File: config.mk
export PLATFORM = sky130hd
export DESIGN_NAME = apb_master_ctrl
export DESIGN_NICKNAME = d
export VERILOG_FILES = /design/src/rtl/apb_pkg.sv /design/src/rtl/apb_wdt.sv /design/src/rtl/apb_master_ctrl.sv
export SDC_FILE = /design/constraint.sdc
export NUM_CORES = 1
export LEC_CHECK = 0
export CORE_MARGIN = 2
export CORE_UTILIZATION = 44
export DETAILED_ROUTE_END_ITERATION = 7
export GPL_TIMING_DRIVEN = 1
export HOLD_SLACK_MARGIN = 0.05
export PLACE_DENSITY = 0.86
export SYNTH_ARGS = -nofsm -noshare
export SYNTH_HDL_FRONTEND = slang
export SYNTH_SLANG_ARGS = --single-unit
File: constraint.sdc
create_clock -name clk -period 3.5 [get_ports clk]
set_input_delay 0.7 -clock clk [delete_from_list [all_inputs] [get_ports clk]]
set_output_delay 0.7 -clock clk [all_outputs]
set_load 0.05 [all_outputs]
File: src/rtl/apb_pkg.sv
// Shared APB master definitions: transfer FSM states and pprot bit positions.
package apb_pkg;

    typedef enum logic [1:0] {
        IDLE,
        SETUP,
        ACCESS
    } apb_state_e;

    localparam int PROT_PRIV  = 0;
    localparam int PROT_NSEC  = 1;
    localparam int PROT_INSTR = 2;

endpackage

File: src/rtl/apb_wdt.sv
// ACCESS-phase wait watchdog: counts consecutive stalled cycles and flags the
// cycle in which the count would reach TIMEOUT. TIMEOUT=0 disables it.
module apb_wdt #(
    parameter int TIMEOUT = 16
) (
    input  logic clk,
    input  logic resetn,
    input  logic clr,
    input  logic en,
    output logic expired
);

    if (TIMEOUT == 0) begin : g_off
        logic unused_inputs;
        assign unused_inputs = &{1'b0, clk, resetn, clr, en};
        assign expired       = 1'b0;
    end else begin : g_on
        localparam int CW = $clog2(TIMEOUT + 1);

        logic [CW-1:0] cnt_q;
        logic [CW-1:0] cnt_d;

        always_comb begin
            cnt_d = cnt_q;
            if (clr) begin
                cnt_d = '0;
            end else if (en) begin
                cnt_d = cnt_q + 1'b1;
            end
        end

        always_ff @(posedge clk or negedge resetn) begin
            if (!resetn) begin
                cnt_q <= '0;
            end else begin
                cnt_q <= cnt_d;
            end
        end

        // Fires in the stalled cycle that brings the count up to TIMEOUT.
        assign expired = en && (cnt_q == CW'(TIMEOUT - 1));
    end

endmodule

File: src/rtl/apb_master_ctrl.sv
// Single-outstanding APB master: accepts one command, runs SETUP/ACCESS with
// optional wait timeout, and returns a one-cycle registered response pulse.
module apb_master_ctrl
    import apb_pkg::*;
#(
    parameter  int ADDR_W  = 32,
    parameter  int DATA_W  = 32,
    parameter  int TIMEOUT = 16,
    localparam int STRB_W  = DATA_W / 8
) (
    input  logic              clk,
    input  logic              resetn,
    input  logic              cmd_valid,
    output logic              cmd_ready,
    input  logic              cmd_write,
    input  logic [ADDR_W-1:0] cmd_addr,
    input  logic [DATA_W-1:0] cmd_wdata,
    input  logic [STRB_W-1:0] cmd_strb,
    input  logic [2:0]        cmd_prot,
    output logic              rsp_valid,
    output logic [DATA_W-1:0] rsp_rdata,
    output logic              rsp_err,
    output logic              rsp_timeout,
    output logic              psel,
    output logic              penable,
    output logic              pwrite,
    output logic [ADDR_W-1:0] paddr,
    output logic [DATA_W-1:0] pwdata,
    output logic [STRB_W-1:0] pstrb,
    output logic [2:0]        pprot,
    input  logic              pready,
    input  logic [DATA_W-1:0] prdata,
    input  logic              pslverr
);

    if (!(DATA_W == 8 || DATA_W == 16 || DATA_W == 32)) begin : g_bad_data_w
        $error("apb_master_ctrl: DATA_W must be 8, 16 or 32");
    end
    if (ADDR_W < 1 || ADDR_W > 32) begin : g_bad_addr_w
        $error("apb_master_ctrl: ADDR_W must be in 1..32");
    end

    apb_state_e        state_q, state_d;
    logic              cmd_ready_q, cmd_ready_d;
    logic              psel_q, psel_d;
    logic              penable_q, penable_d;
    logic              pwrite_q, pwrite_d;
    logic [ADDR_W-1:0] paddr_q, paddr_d;
    logic [DATA_W-1:0] pwdata_q, pwdata_d;
    logic [STRB_W-1:0] pstrb_q, pstrb_d;
    logic [2:0]        pprot_q, pprot_d;
    logic              rsp_valid_q, rsp_valid_d;
    logic [DATA_W-1:0] rsp_rdata_q, rsp_rdata_d;
    logic              rsp_err_q, rsp_err_d;
    logic              rsp_timeout_q, rsp_timeout_d;
    logic              wdt_clr, wdt_en, wdt_expired;

    assign wdt_en = (state_q == ACCESS) && !pready;

    apb_wdt #(.TIMEOUT(TIMEOUT)) u_wdt (
        .clk     (clk),
        .resetn  (resetn),
        .clr     (wdt_clr),
        .en      (wdt_en),
        .expired (wdt_expired)
    );

    always_comb begin
        state_d       = state_q;
        psel_d        = 1'b0;
        penable_d     = 1'b0;
        pwrite_d      = pwrite_q;
        paddr_d       = paddr_q;
        pwdata_d      = pwdata_q;
        pstrb_d       = pstrb_q;
        pprot_d       = pprot_q;
        rsp_valid_d   = 1'b0;
        rsp_rdata_d   = rsp_rdata_q;
        rsp_err_d     = rsp_err_q;
        rsp_timeout_d = rsp_timeout_q;
        wdt_clr       = 1'b0;

        unique case (state_q)
            IDLE: begin
                // cmd_ready_q stays low for the first edge after reset release.
                if (cmd_valid && cmd_ready_q) begin
                    state_d  = SETUP;
                    psel_d   = 1'b1;
                    pwrite_d = cmd_write;
                    paddr_d  = cmd_addr;
                    pwdata_d = cmd_wdata;
                    pstrb_d  = cmd_write ? cmd_strb : '0;
                    pprot_d  = cmd_prot;
                    wdt_clr  = 1'b1;
                end
            end
            SETUP: begin
                state_d   = ACCESS;
                psel_d    = 1'b1;
                penable_d = 1'b1;
            end
            ACCESS: begin
                if (pready) begin
                    state_d       = IDLE;
                    rsp_valid_d   = 1'b1;
                    rsp_err_d     = pslverr;
                    rsp_timeout_d = 1'b0;
                    rsp_rdata_d   = pwrite_q ? '0 : prdata;
                end else if (wdt_expired) begin
                    state_d       = IDLE;
                    rsp_valid_d   = 1'b1;
                    rsp_err_d     = 1'b1;
                    rsp_timeout_d = 1'b1;
                    rsp_rdata_d   = '0;
                end else begin
                    psel_d    = 1'b1;
                    penable_d = 1'b1;
                end
            end
            default: state_d = IDLE;
        endcase

        cmd_ready_d = (state_d == IDLE);
    end

    always_ff @(posedge clk or negedge resetn) begin
        if (!resetn) begin
            state_q       <= IDLE;
            cmd_ready_q   <= 1'b0;
            psel_q        <= 1'b0;
            penable_q     <= 1'b0;
            pwrite_q      <= 1'b0;
            paddr_q       <= '0;
            pwdata_q      <= '0;
            pstrb_q       <= '0;
            pprot_q       <= '0;
            rsp_valid_q   <= 1'b0;
            rsp_rdata_q   <= '0;
            rsp_err_q     <= 1'b0;
            rsp_timeout_q <= 1'b0;
        end else begin
            state_q       <= state_d;
            cmd_ready_q   <= cmd_ready_d;
            psel_q        <= psel_d;
            penable_q     <= penable_d;
            pwrite_q      <= pwrite_d;
            paddr_q       <= paddr_d;
            pwdata_q      <= pwdata_d;
            pstrb_q       <= pstrb_d;
            pprot_q       <= pprot_d;
            rsp_valid_q   <= rsp_valid_d;
            rsp_rdata_q   <= rsp_rdata_d;
            rsp_err_q     <= rsp_err_d;
            rsp_timeout_q <= rsp_timeout_d;
        end
    end

    assign cmd_ready   = cmd_ready_q;
    assign psel        = psel_q;
    assign penable     = penable_q;
    assign pwrite      = pwrite_q;
    assign paddr       = paddr_q;
    assign pwdata      = pwdata_q;
    assign pstrb       = pstrb_q;
    assign pprot       = pprot_q;
    assign rsp_valid   = rsp_valid_q;
    assign rsp_rdata   = rsp_rdata_q;
    assign rsp_err     = rsp_err_q;
    assign rsp_timeout = rsp_timeout_q;

endmodule

== After elaboration in Yosys (flattened, before gate mapping) ==
Index checks and enable logic that the tools add are counted.
Storage, ports and cells
  bits in registers: 117
  input bits: 109
Operators by class
  add/subtract/negate cells: 1
  equal/unequal tests: 3
  muxes and demuxes: 22
  reduce and logical (&&, ||, !) cells: 10
Operator list (count)
  32-bit 2-to-1 mux: 3
  1-bit 2-to-1 mux: 10
  5-bit 2-to-1 mux: 2
  2-bit 2-to-1 mux: 3
  2-bit one-hot mux with 3 select lines: 1
  5-bit by 1-bit adder with 5-bit output (second input constant): 1
  5-bit by 4-bit == test with 1-bit output (second input constant): 1
  2-bit zero test: 2
  4-bit 2-to-1 mux: 1
  2-bit AND reduction: 2
  2-bit nonzero test: 2
  1-bit logical AND: 3
  1-bit one-hot mux with 3 select lines: 1
  2-bit by 1-bit == test with 1-bit output (second input constant): 1
  2-bit == test (second input constant): 1
  1-bit one-hot mux with 2 select lines: 1
  1-bit zero test: 1

== Longest topological paths before layout ==
Gate-level depths: netlist of run 1.
  word-level depth: 7
  gate-level depth with buffers: 8
  gate-level depth less buffers: 7

== Cells and area by module ==
From an unflattened synthesis of run 1, not the netlist that was laid out.
Unflattened totals
  cell total of the unflattened synthesis: 358
  area, all modules: 4599.4 um^2
By module, submodules not included
  apb_master_ctrl: instances 1, cells an instance 334, area an instance 4314.1 um^2, seq. area each 2802.7 um^2
  apb_wdt: instances 1, cells an instance 24, area an instance 285.3 um^2, seq. area each 125.1 um^2

== Worst setup path before layout of run 1 ==
No wires, ideal clock.
  path type: register to register
  start point: register u_wdt.g_on.cnt_q[0]
  end point: register cmd_ready_q, in the netlist cmd_ready
  library setup time: 126 ps
  data arrival time: 1657 ps
  required time: 3374 ps
  setup slack: 1716 ps
  stages on the path, launching flop included: 7
  buffers on the path: 0
  cell sequence: dfrtp_1 ha_1 and3_1 ha_1 or3b_4 a311oi_2 nor2_1
On the way
  cells in the longest elaborated chain, start to end: 6
RTL lines
  start, declared: line apb_wdt.sv:20  | logic [CW-1:0] cnt_q;
  start signal, assigned: line apb_wdt.sv:36  | cnt_q <= cnt_d;
  5-bit by 4-bit == test with 1-bit output: line apb_wdt.sv:41  | assign expired = en && (cnt_q == CW'(TIMEOUT - 1));
  1-bit logical AND: line apb_wdt.sv:41
  2-bit 2-to-1 mux: line apb_master_ctrl.sv:109  | end else if (wdt_expired) begin
  2-bit 2-to-1 mux: line apb_master_ctrl.sv:103  | if (pready) begin
  2-bit one-hot mux with 3 select lines: line apb_master_ctrl.sv:83  | unique case (state_q)
  via state_d[1]: line apb_master_ctrl.sv:43  | apb_state_e state_q, state_d;
  2-bit zero test: line apb_master_ctrl.sv:123  | cmd_ready_d = (state_d == IDLE);
  via cmd_ready_d: line apb_master_ctrl.sv:44  | logic cmd_ready_q, cmd_ready_d;
  end signal, assigned: line apb_master_ctrl.sv:143  | cmd_ready_q <= cmd_ready_d;
  end, declared: line apb_master_ctrl.sv:44
The timed path passes the listed nets, and every way through them passes these cells.
A chain may end at the register's enable or synchronous reset.

== Worst setup path after layout of run 1 ==
  start point: register pwrite_q, in the netlist pwrite
  end point: output port pwrite
RTL lines
  start, declared: line apb_master_ctrl.sv:47  | logic pwrite_q, pwrite_d;
  start signal, assigned: line apb_master_ctrl.sv:146  | pwrite_q <= pwrite_d;
  end, declared: line apb_master_ctrl.sv:26  | output logic pwrite,
No word-level cell between the ends.

==> out/qor.csv, run 1 <==
stage;metric;value;unit
outcome;status;complete, no violations;
cts;post-cts-setup-buffers;0;
sta;rsz0062_at_grt;no;
placed_design;port_buffers;218;
worst_setup_path;max_stage_delay;850;ps
sta;holdWs;270.8;ps
sta;timing.final.hold_violations;0;
worst_setup_path;worst-path-buf-inv;1;
global_routing;grt_pass1_wl;21.42;mm
floorplanning;chipHeight;106.1;um
cts;cts_made_buffers;17;
worst_setup_path;critPathMaxFanout;3;
floorplanning;die_x;106.1;um
worst_setup_path;r2r_cells;7;
sta;setup_tns;0;ps
yosys;ys_ff_latch;117;
yosys;synth-edff-count;0;
final_layout;multi_input_area;1521;um2
sta;fin_skew;6.713;ps
pwr;peakVddDrop;0.5961;mV
final_layout;syn2layout_area_growth;60.91;%
yosys;synth_top_area_cell;dfrtp_1;
sta;final_max_slew_viol_count;0;
placed_design;hpwlAfterDp;9.241;mm
worst_setup_path;start_kind;flop;
cts;cts_sinks;117;
pwr;p_leak;3.626;nW
route;postRouteAntennaNets;0;
worst_setup_path;worstPathRequired;2800;ps
route;drc_errors;0;
yosys;yosys-top-cells-area;dfrtp_1 64%, nand2_1 23%, nand3_1 4.1%, ha_1 1.6%, buf_2 1.3%;
cts;cts_hold_buf;0;
yosys;syn_avg_cell_area;9.112;um2
hold_path;hp-class;in2async;
global_routing;grt_antenna_before_repair;0;
worst_setup_path;slowest_stage;clkdlybuf4s50_1;
yosys;postSynthCellCount;503;
flow_run;cap_violations;0;
cts;cts_buffer_depth;2;
cts;htreeDepth;4;
worst_setup_path;crit_chain;clkdlybuf4s50_1;
cts;root_buffer;clkbuf_8;
cts;clk_pin_slew;50;ps
sta;max_slew.worst_pin.slew;757.0;ps
sta;fin_ws;1020;ps
final_layout;drive_above_1_share;5.495;%
sta;setup_viol;0;
worst_setup_path;startpoint;pwrite$_DFFE_PN0P_;
worst_setup_path;timing.critical_path.depth;1;
yosys;synth_area;4583;um2
floorplanning;rows;37;
yosys;synth.top_cells.by_count;279 x nand2_1, 117 x dfrtp_1, 38 x nand3_1;
global_routing;gr-total-overflow;0;
global_routing;grt_max_degree;118;
worst_setup_path;cp-endpoint;pwrite;
floorplanning;dieArea;11250;um2
route;wirelength;13.01;mm
worst_setup_path;critPathKind;reg2out;
floorplanning;core_area;10230;um2
worst_setup_path;rrSetupSlack;1310;ps
route;dr.pass1.iters;6;
worst_setup_path;critPathTopFamily;buffers and inverters;
placed_design;dp_slack;1051;ps
final_layout;diodes;0;
yosys;async_reset_ff_share;100.0;%
worst_setup_path;cp-end-kind;output port;
route;drt-vias-per-instance;4.856;
floorplanning;io_pins;219;
placed_design;gp_congestion;0.8695;
sta;relSlewSlack;49.53;%
floorplanning;initial_core_util;44.80;%
yosys;yosysMostFrequentCell;nand2_1;
yosys;yosysWarnings;0;
yosys;synth.distinct_cells;28;
route;wl_per_cell;15.05;um
yosys;synth_top_cell_area_share;63.88;%
cts;ctsResizeCount;0;
worst_setup_path;crit_arrival;1780;ps
yosys;syn_nets;618;
yosys;ys.flop_type;dfrtp_1;
sta;max_freq;0.4033;GHz
route;vias;4196;
sta;finalCriticalPeriod;2480;ps
pwr;powerDensity;1126;nW/um2
worst_setup_path;reg2reg_to;rsp_err$_DFFE_PN0P_;
global_routing;grt_pass1_vias;4416;
final_layout;nNetsFinal;832;
cts;clk_latency;500;ps
worst_setup_path;r2r-start;u_wdt.g_on.cnt_q[0]$_DFFE_PN0P_;
yosys;ys_seq_area_share;63.88;%
sta;post-route-period-util;70.85;%
global_routing;track_usage;24.35;%
final_layout;nFillCells;739;
cts;cts_tree;yes;
route;drt_iter0_markers;159;
final_layout;regArea;2928;um2
==> registers in the layout (all words and copies together) (netlist names) <==
signal	count
pwrite	1
rsp_valid	1
pstrb	4
rsp_timeout	1
paddr	32
state_q	2
rsp_rdata	32
psel	1
penable	1
cmd_ready	1
pprot	3
rsp_err	1
u_wdt.g_on.cnt_q	5
pwdata	32
==> metal layers <==
metal	vias up	global-route usage, %	wire [um]
li1	1991	-	-
met4	0	11.00	361
met1	1998	29.27	5240
met3	28	9.074	1086
met5	-	0	0
met2	179	39.22	6319
==> where the power goes <==
group          switching [mW]  total [mW]  internal (mW)
registers               0.359        2.34           1.98
clock network           0.546        1.43          0.889
logic                    3.11        4.53           1.42
==> cell families after synthesis <==
logic type | after synthesis | synth area share [%]
buffers and inverters | 34 | 3.194
xor gates and xnor gates | 2 | 0.3823
adders and majority gates | 6 | 1.638
and+or+nand+nor | 332 | 28.91
AOI/OAI and AO/OA | 12 | 1.993
DFF | 117 | 63.88
==> worst min-delay path by stage <==
| stage | cells after the start | to | slack (ps) | from |
|---|---|---|---|---|
| 3_3_place_gp | 2 | rsp_rdata[17]$_DFFE_PN0P_ | 450 | rsp_rdata[17]$_DFFE_PN0P_ |
| 2_1_floorplan | 0 | cmd_ready$_DFF_PN0_ | 400 | resetn |
| 3_5_place_dp | 2 | rsp_rdata[29]$_DFFE_PN0P_ | 460 | rsp_rdata[29]$_DFFE_PN0P_ |
| 5_1_grt | 2 | pwdata[14]$_DFFE_PN0P_ | 330 | resetn |
| 6_report | 2 | pwdata[20]$_DFFE_PN0P_ | 270 | resetn |
| 4_1_cts | 2 | pwdata[20]$_DFFE_PN0P_ | 310 | resetn |
==> through the flow <==
| stage | power [mW] | cell area [um2] | util [%] | cells |
|---|---|---|---|---|
| global route | 8.735 | 7375 | 72.08 | 864 |
| global placement | 6.767 | 6884 | 67.29 | 834 |
| CTS | 8.376 | 7375 | 72.08 | 864 |
| finish | 8.305 | 7375 | 72.08 | 864 |
| detailed placement | 6.901 | 6884 | 67.29 | 834 |
| floorplan | 5.229 | 4583 | - | 503 |
==> layout by cell type (no fill, tap or decap), drive strengths merged, types with 2 or more instances in the layout <==
cell,instances
a21oi,5
nor2b,3
clkbuf,24
inv,6
nor2,5
dfrtp,117
nand3,38
and3,2
nand2,279
clkinv,6
o21ai,2
clkdlybuf4s50,217
ha,6
buf,6
==> layout make-up <==
class                           instances  share of cell area, %
Sequential cell                       117                  39.70
Timing Repair Buffer                  223                  30.40
Multi-Input combinational cell        352                  20.63
Clock buffer                           24                  6.244
Tap cell                              136                  2.307
Clock inverter                          6                 0.4072
Inverter                                6                 0.3054
No activity file was read; power rests on OpenSTA's default activity.
==> run 2: changes to the inputs <==
- CORE_UTILIZATION: 44 -> 41
- PLACE_DENSITY: 0.86 -> 0.81
- clock period: 3.5 -> 2.5 ns (I/O delays scaled with it)
==> run 2 against run 1 <==
  * Clock power grew 63%
  * Power up 44%
  * Hold slack better by 190 ps
  * Register-to-register slack worse by 760 ps
  * Sequential share of layout area shrank 0.77 points
  * Count of clock-buffer cells in the layout shrank 2
  * First-iteration DRC count grew 74%
  * Via count down 0.41%
  * Non-clock buffer count grew 4
  * Critical path depth is the same
  * Die area rose by 7.0%
  * Worst setup slack lost 790 ps
  * Largest cell class unchanged
  * Largest power group unchanged
  * Highest routed layer unchanged
==> out/qor.csv, run 2 (same netlist as run 1, synthesis figures left out) <==
stage;metric;value;unit;change
final_layout;finalNonFillerCells;872;;+0.93%
cts;cts_tree;yes;;
sta;relSlewSlack;61.80;%;+12 points
cts;htreeDepth;4;;unchanged
cts;post-cts-setup-buffers;0;;unchanged
floorplanning;io_pins;219;;unchanged
worst_setup_path;worstPathRequired;2000;ps;-800 ps
pwr;peakVddDrop;1.027;mV;+72%
floorplanning;initial_core_util;42.09;%;-2.7 points
cts;cts_sinks;117;;unchanged
sta;fin_ws;229.3;ps;-791.0 ps
final_layout;regArea;2928;um2;unchanged
floorplanning;chipHeight;109.7;um;+3.5%
worst_setup_path;start_kind;flop;;
floorplanning;dieArea;12040;um2;+7.0%
cts;clk_latency;500;ps;about the same
placed_design;port_buffers;218;;unchanged
floorplanning;rows;38;;+2.7%
global_routing;grt_antenna_before_repair;0;;unchanged
sta;timing.final.hold_violations;0;;unchanged
final_layout;nFillCells;855;;+16%
cts;cts_made_buffers;17;;unchanged
pwr;powerDensity;1596;nW/um2;+42%
global_routing;grt_pass1_vias;4241;;-4.0%
pwr;p_leak;3.676;nW;+1.4%
route;wl_per_cell;14.78;um;-1.8%
worst_setup_path;crit_chain;clkdlybuf4s50_1;;
final_layout;diodes;0;;unchanged
route;drc_errors;0;;unchanged
final_layout;multi_input_area;1521;um2;unchanged
route;dr.pass1.iters;7;;+1
worst_setup_path;r2r-start;u_wdt.g_on.cnt_q[0]$_DFFE_PN0P_;;
floorplanning;core_area;10890;um2;+6.4%
floorplanning;die_x;109.7;um;+3.5%
global_routing;gr-total-overflow;0;;unchanged
sta;fin_skew;4.690;ps;-2.023 ps
sta;rsz0062_at_grt;no;;
final_layout;syn2layout_area_growth;64.07;%;
hold_path;min_delay_worst_endpoint;rsp_rdata[19]$_DFFE_PN0P_;;
cts;root_buffer;clkbuf_8;;
cts;clk_pin_slew;60;ps;about the same
route;postRouteAntennaNets;0;;unchanged
hold_path;min_from;rsp_rdata[19]$_DFFE_PN0P_;;
worst_setup_path;max_stage_delay;850;ps;about the same
hold_path;whs_path_depth;2;;
sta;max_slew.worst_pin.slew;572.2;ps;-184.8 ps
placed_design;hpwlAfterDp;9.183;mm;-0.63%
final_layout;nNetsFinal;836;;+0.48%
route;drt-vias-per-instance;4.792;;-1.3%
worst_setup_path;critPathMaxFanout;3;;unchanged
global_routing;track_usage;21.69;%;-2.7 points
worst_setup_path;cp-end-kind;output port;;
outcome;status;complete, no violations;;
worst_setup_path;r2r_cells;6;;-1
worst_setup_path;reg2reg_to;cmd_ready$_DFF_PN0_;;
flow_run;cap_violations;0;;unchanged
route;vias;4179;;-0.41%
route;wirelength;12.89;mm;-0.91%
hold_path;hp-class;reg2reg;;
route;drt_iter0_markers;277;;+74%
global_routing;grt_pass1_wl;20.18;mm;-5.8%
worst_setup_path;critPathKind;reg2out;;
sta;final_max_slew_viol_count;0;;unchanged
worst_setup_path;rrSetupSlack;550;ps;-760 ps
cts;cts_buffer_depth;2;;unchanged
worst_setup_path;slowest_stage;clkdlybuf4s50_1;;
pwr;power;12.00;mW;+44%
final_layout;drive_above_1_share;6.421;%;+0.93 points
worst_setup_path;critPathTopFamily;buffers and inverters;;
placed_design;dp.cells;841;;+0.84%
sta;setup_tns;0;ps;unchanged
placed_design;dp_slack;473.5;ps;-577.5 ps
sta;post-route-period-util;90.83;%;
global_routing;grt_max_degree;55;;-53%
final_layout;layout_commonest_cell;nand2_1;;
final_layout;most-common-layout-cells;279 x nand2_1, 217 x clkdlybuf4s50_1, 117 x dfrtp_1;;
sta;setup_viol;0;;unchanged
cts;ctsResizeCount;0;;unchanged
sta;max_freq;0.4404;GHz;
placed_design;gp_congestion;0.7594;;-13%
sta;finalCriticalPeriod;2271;ps;
worst_setup_path;crit_arrival;1770;ps;about the same
worst_setup_path;worst-path-buf-inv;1;;unchanged
## run 2: cell count changes in the layout (fill, tap and decap cells not counted), sizes merged
cell	delta
clkbuf	-2
bufinv	+2
dlygate4sd3	+1
clkinv	-4
clkinvlp	+4
buf	+3
## run 2: area by class of cell
type / count / share of cell area [%]
tap: 140 / 2.329
timing repair buffer: 227 / 30.58
clock buffer: 22 / 6.290
multi-input combinational: 352 / 20.23
clock inverter: 8 / 1.331
sequential: 117 / 38.94
inverter: 6 / 0.2995
## run 2: worst min-delay path: stages, from the launching register on
cell and delay [ps]:
dfrtp_1 330, nand2_1 50, nand2_1 50
## run 2: through the flow
stage | utilization [%] | cell area [um2] | hold slack (ps)
after global placement | 63.71 | 6937 | 448.2
final | 69.06 | 7520 | 461.4
after global routing | 69.06 | 7520 | 491.0
after CTS | 69.06 | 7520 | 465.9
after detailed placement | 63.71 | 6937 | 454.1
after floorplan | - | 4583 | 204.4
## run 2: timing repair
action	in CTS	in global routing
endpoints found under the setup margin	0	0
hold buffers	1	0
hold endpoints to repair	33	0
## run 2: worst max-delay path by stage
stage	from	to	cells past startpoint
6_report	pwrite$_DFFE_PN0P_	pwrite	1
3_5_place_dp	pready	rsp_rdata[3]$_DFFE_PN0P_	5
2_1_floorplan	u_wdt.g_on.cnt_q[0]$_DFFE_PN0P_	cmd_ready$_DFF_PN0_	6
5_1_grt	pwrite$_DFFE_PN0P_	pwrite	1
3_3_place_gp	pready	cmd_ready$_DFF_PN0_	4
4_1_cts	pwrite$_DFFE_PN0P_	pwrite	1
## run 2: per-layer routing
metal,vias to the layer above,global-route usage [%],routed length (um)
li1,1992,-,-
met1,1995,24.34,4927
met2,165,37.30,6599
met3,27,8.002,1098
met4,0,8.770,264
met5,-,0,0
## run 2: report_power, final
group	switching, mW	leakage (nW)	internal (mW)
clock	0.819	0.271	1.51
combinational	4.38	1.91	2.04
sequential	0.495	1.50	2.77
==> run 3: changes to the inputs <==
- CTS_CLUSTER_DIAMETER: unset -> 30
==> results of run 3 <==
Same layout as run 2: the final DEF is identical, and so are final timing and power.
==> patch 1: new RTL, settings of run 1 <==
`TIMEOUT` is set to 16 in 2 places; all go to 32.
--- a/src/rtl/apb_wdt.sv
+++ b/src/rtl/apb_wdt.sv
@@ -1,7 +1,7 @@
 // ACCESS-phase wait watchdog: counts consecutive stalled cycles and flags the
 // cycle in which the count would reach TIMEOUT. TIMEOUT=0 disables it.
 module apb_wdt #(
-    parameter int TIMEOUT = 16
+    parameter int TIMEOUT = 32
 ) (
     input  logic clk,
     input  logic resetn,
--- a/src/rtl/apb_master_ctrl.sv
+++ b/src/rtl/apb_master_ctrl.sv
@@ -5,7 +5,7 @@
 #(
     parameter  int ADDR_W  = 32,
     parameter  int DATA_W  = 32,
-    parameter  int TIMEOUT = 16,
+    parameter  int TIMEOUT = 32,
     localparam int STRB_W  = DATA_W / 8
 ) (
     input  logic              clk,
Function: no difference found for any inputs over 10 cycles, from zero or initial values and one cycle with resetn low; that may be too few to reach the edited logic, so the function may still have changed.
==> patch 1 against run 1 <==
- sequential cell count up 1
- total power decreased by 1.9%
- clock skew rose by 0.0026 ns
- global-route usage shrank 3.1 points
- wire length is 0.42% lower
- via count down 1.2%
- highest routed layer unchanged
- worst setup slack gained 0.090 ns
- synthesized area up 8.5%
- design area is 5.6% higher
==> patch 1: results (changes against run 1) <==
| Group | Item | Value | Change |
|:---|:---|:---|:---|
| run status | Status | finished, final reports clean | unchanged |
| synthesis | Avg Cell Area, Syn | 9.750 µm² | was 9.112 µm² |
| setup path | Dominant delay contributor by cell family on the critical path | buffers and inverters | unchanged |
| placement | DPL Wire Length | 9194 µm | was 9241 µm |
| synthesis | Synth cell count leaders | nand2_1 (218), dfrtp_1 (118), inv_1 (34), nand3_2 (28), o21ai_2 (27) | was nand2_1 (279), dfrtp_1 (117), nand3_1 (38), buf_2 (12), clkbuf_1 (10) |
| placement | Gp weighted congestion | 0.7290 | was 0.8695 |
| setup path | Startpoint of the worst register-to-register path | state_q[1] | was u_wdt.g_on.cnt_q[0] |
| pwr | Standby leakage power | 0.003592 µW | was 0.003626 µW |
| setup path | Worst setup path endpoint | pwrite | unchanged |
| setup path | Worst reg2reg path depth | 6 | was 7 |
| drt | Met2 layer wire length in the routed design | 6198 µm | was 6319 µm |
| global route | GR Util All Layers | 21.28% | was 24.35% |
| synthesis | Compound-cell area share of the yosys netlist | 7.071% | was 1.993% |
| layout | Final-layout fill cell count | 795 | was 739 |
| clocking | TritonCTS buffer count | 17 | unchanged |
| setup path | Delay contributed by the slowest stage of the critical path | 0.84 ns |  |
| synthesis | Xor and xnor area share after synthesis | 0.7046% | was 0.3822% |
| pwr | Maximum vdd ir drop | 0.0007721 V | was 0.0005961 V |
| sta | Tightest Pin Transition | 0.7765 ns | was 0.7570 ns |
| drt | TritonRoute pass-1 iters | 4 | was 6 |
| setup path | Critical path's slowest cell | clkdlybuf4s50_1 | unchanged |
| drt | Wirelength per Cell | 14.79 µm | was 15.05 µm |
| drt | Count of routing violations after the opening detailed-route iteration | 235 | was 159 |
| drt | Via count | 4146 | was 4196 |
| drt | Routed wire length on met3 | 1180 µm | was 1086 µm |
| synthesis | Sequential-to-total area share from yosys stat | 59.39% | was 63.88% |
| layout | Layout cell share with drive strength beyond 1 | 13.18% | was 5.495% |
| clocking | Clk_lat worst skew | 0.40 ns | was 0.50 ns |
| layout | Number of standard cells in the final layout excluding fillers | 876 | was 864 |
| synthesis | Net count of the mapped netlist | 624 | was 618 |
| sta | Final Skew | 0.009303 ns | was 0.006713 ns |
| global route | Global-route wire length before repair | 19940 µm | was 21420 µm |
| setup path | RR Endpoint | paddr[23] | was rsp_err |
| layout | # nets final | 837 | was 832 |
| synthesis | Count of different cell masters after synthesis | 31 | was 28 |
| placement | Buffers added on ports | 218 | unchanged |
| clocking | Maximum count of clock buffers along a single path | 2 | unchanged |
| setup path | R2R Setup Slk | 1.38 ns | was 1.31 ns |
| global route | Largest net degree at the start of global routing | 66 | was 118 |
| drt | Met1 wire length | 5458 µm | was 5240 µm |
| synthesis | Share of synthesized cell area in full adder, half adder and majority cells | 1.258% | was 1.638% |
| synthesis | Leading post-synthesis cells by cell area | dfrtp_1 (59%), nand2_1 (16%), nand3_2 (5.6%) | was dfrtp_1 (64%), nand2_1 (23%), nand3_1 (4.1%) |
| global route | Via count of the first global-routing pass | 4172 | was 4416 |
| clocking | Root buffer selected by CTS | clkbuf_16 | was clkbuf_8 |
-- patch 1: changes by cell type in the layout (fill, tap and decap cells not counted), moves of 5 or more --
cell	change
o21ai_2	+26
nand2_1	-61
clkinvlp_4	+5
inv_1	+29
o21ai_0	+5
nand3_2	+28
nand3_1	-28
-- patch 1: area by class of cell --
type                    instances  area, µm²  share of cell area, %
flip-flops and latches        118       2953                  37.93
repair buffers                223       2267                  29.12
multi-input cells             329       1719                  22.08
clock buffers                  19      432.9                  5.561
well taps                     140      175.2                  2.250
inverters                      34      127.6                  1.639
clock inverters                13      110.1                  1.414
-- patch 1: through the flow --
stage	util, %	hold WS (ns)	cell area [µm²]	worst slack [ns]
floorplan	-	0.4044	4972	1.886
CTS	71.19	0.3560	7785	1.070
global placement	66.22	0.4532	7242	0.9535
detailed placement	66.22	0.4654	7242	0.9257
finish	71.19	0.3342	7785	1.110
global route	71.19	0.3875	7785	1.063
-- patch 1: worst min-delay path by stage --
stage                     startpoint             to  slack [ns]
final                         resetn     pwdata[12]        0.33
after global placement      pstrb[2]       pstrb[2]        0.45
after detailed placement    pstrb[0]       pstrb[0]        0.47
after global routing          resetn  rsp_rdata[27]        0.39
after CTS                     resetn  rsp_rdata[25]        0.36
after floorplan               resetn      cmd_ready        0.40
-- patch 1: report_power, final --
group,total (µW),switching (µW),internal [µW]
combinational,4310,2930,1380
clock,1580,608,968
sequential,2260,333,1930
-- patch 1: layer usage --
metal	up-vias	track usage [%]
li1	2011	-
met1	1960	26.43
met2	165	35.01
met3	10	6.408
met4	0	8.125
met5	-	0
==> patch 2: new RTL, flow settings as in run 1 <==
Made on the original files. Make the reset (`resetn`) synchronous in 2 clocked blocks.
--- a/src/rtl/apb_wdt.sv
+++ b/src/rtl/apb_wdt.sv
@@ -29,7 +29,7 @@
             end
         end
 
-        always_ff @(posedge clk or negedge resetn) begin
+        always_ff @(posedge clk) begin
             if (!resetn) begin
                 cnt_q <= '0;
             end else begin
--- a/src/rtl/apb_master_ctrl.sv
+++ b/src/rtl/apb_master_ctrl.sv
@@ -123,7 +123,7 @@
         cmd_ready_d = (state_d == IDLE);
     end
 
-    always_ff @(posedge clk or negedge resetn) begin
+    always_ff @(posedge clk) begin
         if (!resetn) begin
             state_q       <= IDLE;
             cmd_ready_q   <= 1'b0;
Function: differs if resetn is asserted again (counterexample within 4 cycles, from zero or initial values and one cycle with resetn low); with resetn held inactive, the same outputs for 10 cycles.
==> patch 2 against run 1 <==
- global-route usage rose by 1.5 points
- cell count fell by 9.5%
- sequential share of layout area fell by 6.0 points
- first-iteration DRC count rose by 6.9%
- sequential cell count did not move
- design area fell by 5.8%
- wire length fell by 0.20%
- synthesized area fell by 12%
- hold slack improved by 0.18 ns
- worst setup slack got worse by 0.060 ns
- highest routed layer unchanged
Power is not compared: it rests on default switching activity, and its combinational part moved more than twofold at a synthesized area within 25%.
==> patch 2: results (changes against run 1) <==
| Group | Item | Value | Change |
|:---|:---|:---|:---|
| synthesis | Synth cell count leaders | nand2_1 (148), dfxtp_1 (117), a21oi_1 (77), a22o_1 (32), buf_2 (16) | was nand2_1 (279), dfrtp_1 (117), nand3_1 (38), buf_2 (12), clkbuf_1 (10) |
| pwr | Overall power after layout | 4997 µW |  |
| synthesis | Count of different cell masters after synthesis | 30 | was 28 |
| global route | GR Util All Layers | 25.82% | was 24.35% |
| setup path | Beginning of the critical path | pwrite | unchanged |
| layout | Share of cell area taken by multi-input logic gates | 21.84% | was 20.63% |
| run status | Status | finished, final reports clean | unchanged |
| layout | Combined flip-flop and latch cell area | 2342 µm² | was 2928 µm² |
| drt | Met2 layer wire length in the routed design | 6521 µm | was 6319 µm |
| synthesis | Async S/R FF share, synth | 0% | was 100.0% |
| global route | GRT met2 Usage | 45.11% | was 39.22% |
| setup path | Arrival time of data at the critical path endpoint | 1.84 ns | was 1.78 ns |
| drt | Routed wire length on met3 | 1371 µm | was 1086 µm |
| layout | Number of multi-input logic gates | 297 | was 352 |
| drt | Wirelength per Cell | 16.60 µm | was 15.05 µm |
| synthesis | Sequential-to-total area share from yosys stat | 57.87% | was 63.88% |
| layout | # nets final | 776 | was 832 |
| layout | Fraction of area in clock buffers and inverters | 9.977% | was 6.651% |
| drt | TritonRoute pass-1 iters | 4 | was 6 |
| layout | Num sequential | 117 | unchanged |
| placement | Gp weighted congestion | 0.8296 | was 0.8695 |
| synthesis | Share of synthesized cell area in full adder, half adder and majority cells | 1.855% | was 1.638% |
| layout | Count of buffers not belonging to the clock network in the layout | 222 | was 223 |
| synthesis | Net count of the mapped netlist | 566 | was 618 |
| sta | Final Skew | 0.01192 ns | was 0.006713 ns |
| layout | Layout cell share with drive strength beyond 1 | 6.231% | was 5.495% |
| global route | Global-route track usage on met3 | 11.49% | was 9.074% |
| drt | Via count | 4021 | was 4196 |
| sta | Tightest Pin Transition | 1.169 ns | was 0.7570 ns |
| setup path | R2R Setup Slk | 0.99 ns | was 1.31 ns |
| setup path | Startpoint of the worst register-to-register path | u_wdt.g_on.cnt_q[0] | unchanged |
| layout | # clk buffers | 19 | was 24 |
| global route | Global-route wire length before repair | 20020 µm | was 21420 µm |
| synthesis | Most instantiated flip-flop cell in the synthesis netlist | dfxtp_1 | was dfrtp_1 |
| drt | Met1 wire length | 4894 µm | was 5240 µm |
| placement | DPL Wire Length | 8571 µm | was 9241 µm |
| setup path | RR Endpoint | rsp_rdata[8] | was rsp_err |
| synthesis | Xor and xnor area share after synthesis | 0.4328% | was 0.3822% |
| setup path | Worst reg2reg path depth | 6 | was 7 |
| drt | Count of routing violations after the opening detailed-route iteration | 170 | was 159 |
| layout | Final-layout fill cell count | 555 | was 739 |
[patch 2: per-stage QoR]
step | hold WS [ns] | cell area [µm²] | setup slack [ns] | instances | util (%)
floorplan | 0.4536 | 4048 | 1.839 | 451 | -
finish | 0.4529 | 6948 | 0.9600 | 782 | 78.90
global placement | 0.4375 | 6255 | 0.8944 | 750 | 71.03
detailed placement | 0.4461 | 6255 | 0.8099 | 750 | 71.03
CTS | 0.4548 | 6948 | 0.9522 | 782 | 78.90
global route | 0.4676 | 6948 | 0.8154 | 782 | 78.90
[patch 2: how the worst min path moves through the flow]
stage | from | to | slack (ns) | cells after the start
after floorplan | u_wdt.g_on.cnt_q[1] | u_wdt.g_on.cnt_q[1] | 0.45 | 2
after global placement | rsp_err | rsp_err | 0.44 | 2
after detailed placement | pstrb[0] | pstrb[0] | 0.45 | 2
after CTS | pwdata[15] | pwdata[15] | 0.45 | 2
after global routing | paddr[26] | paddr[26] | 0.47 | 2
final | pwdata[15] | pwdata[15] | 0.45 | 2
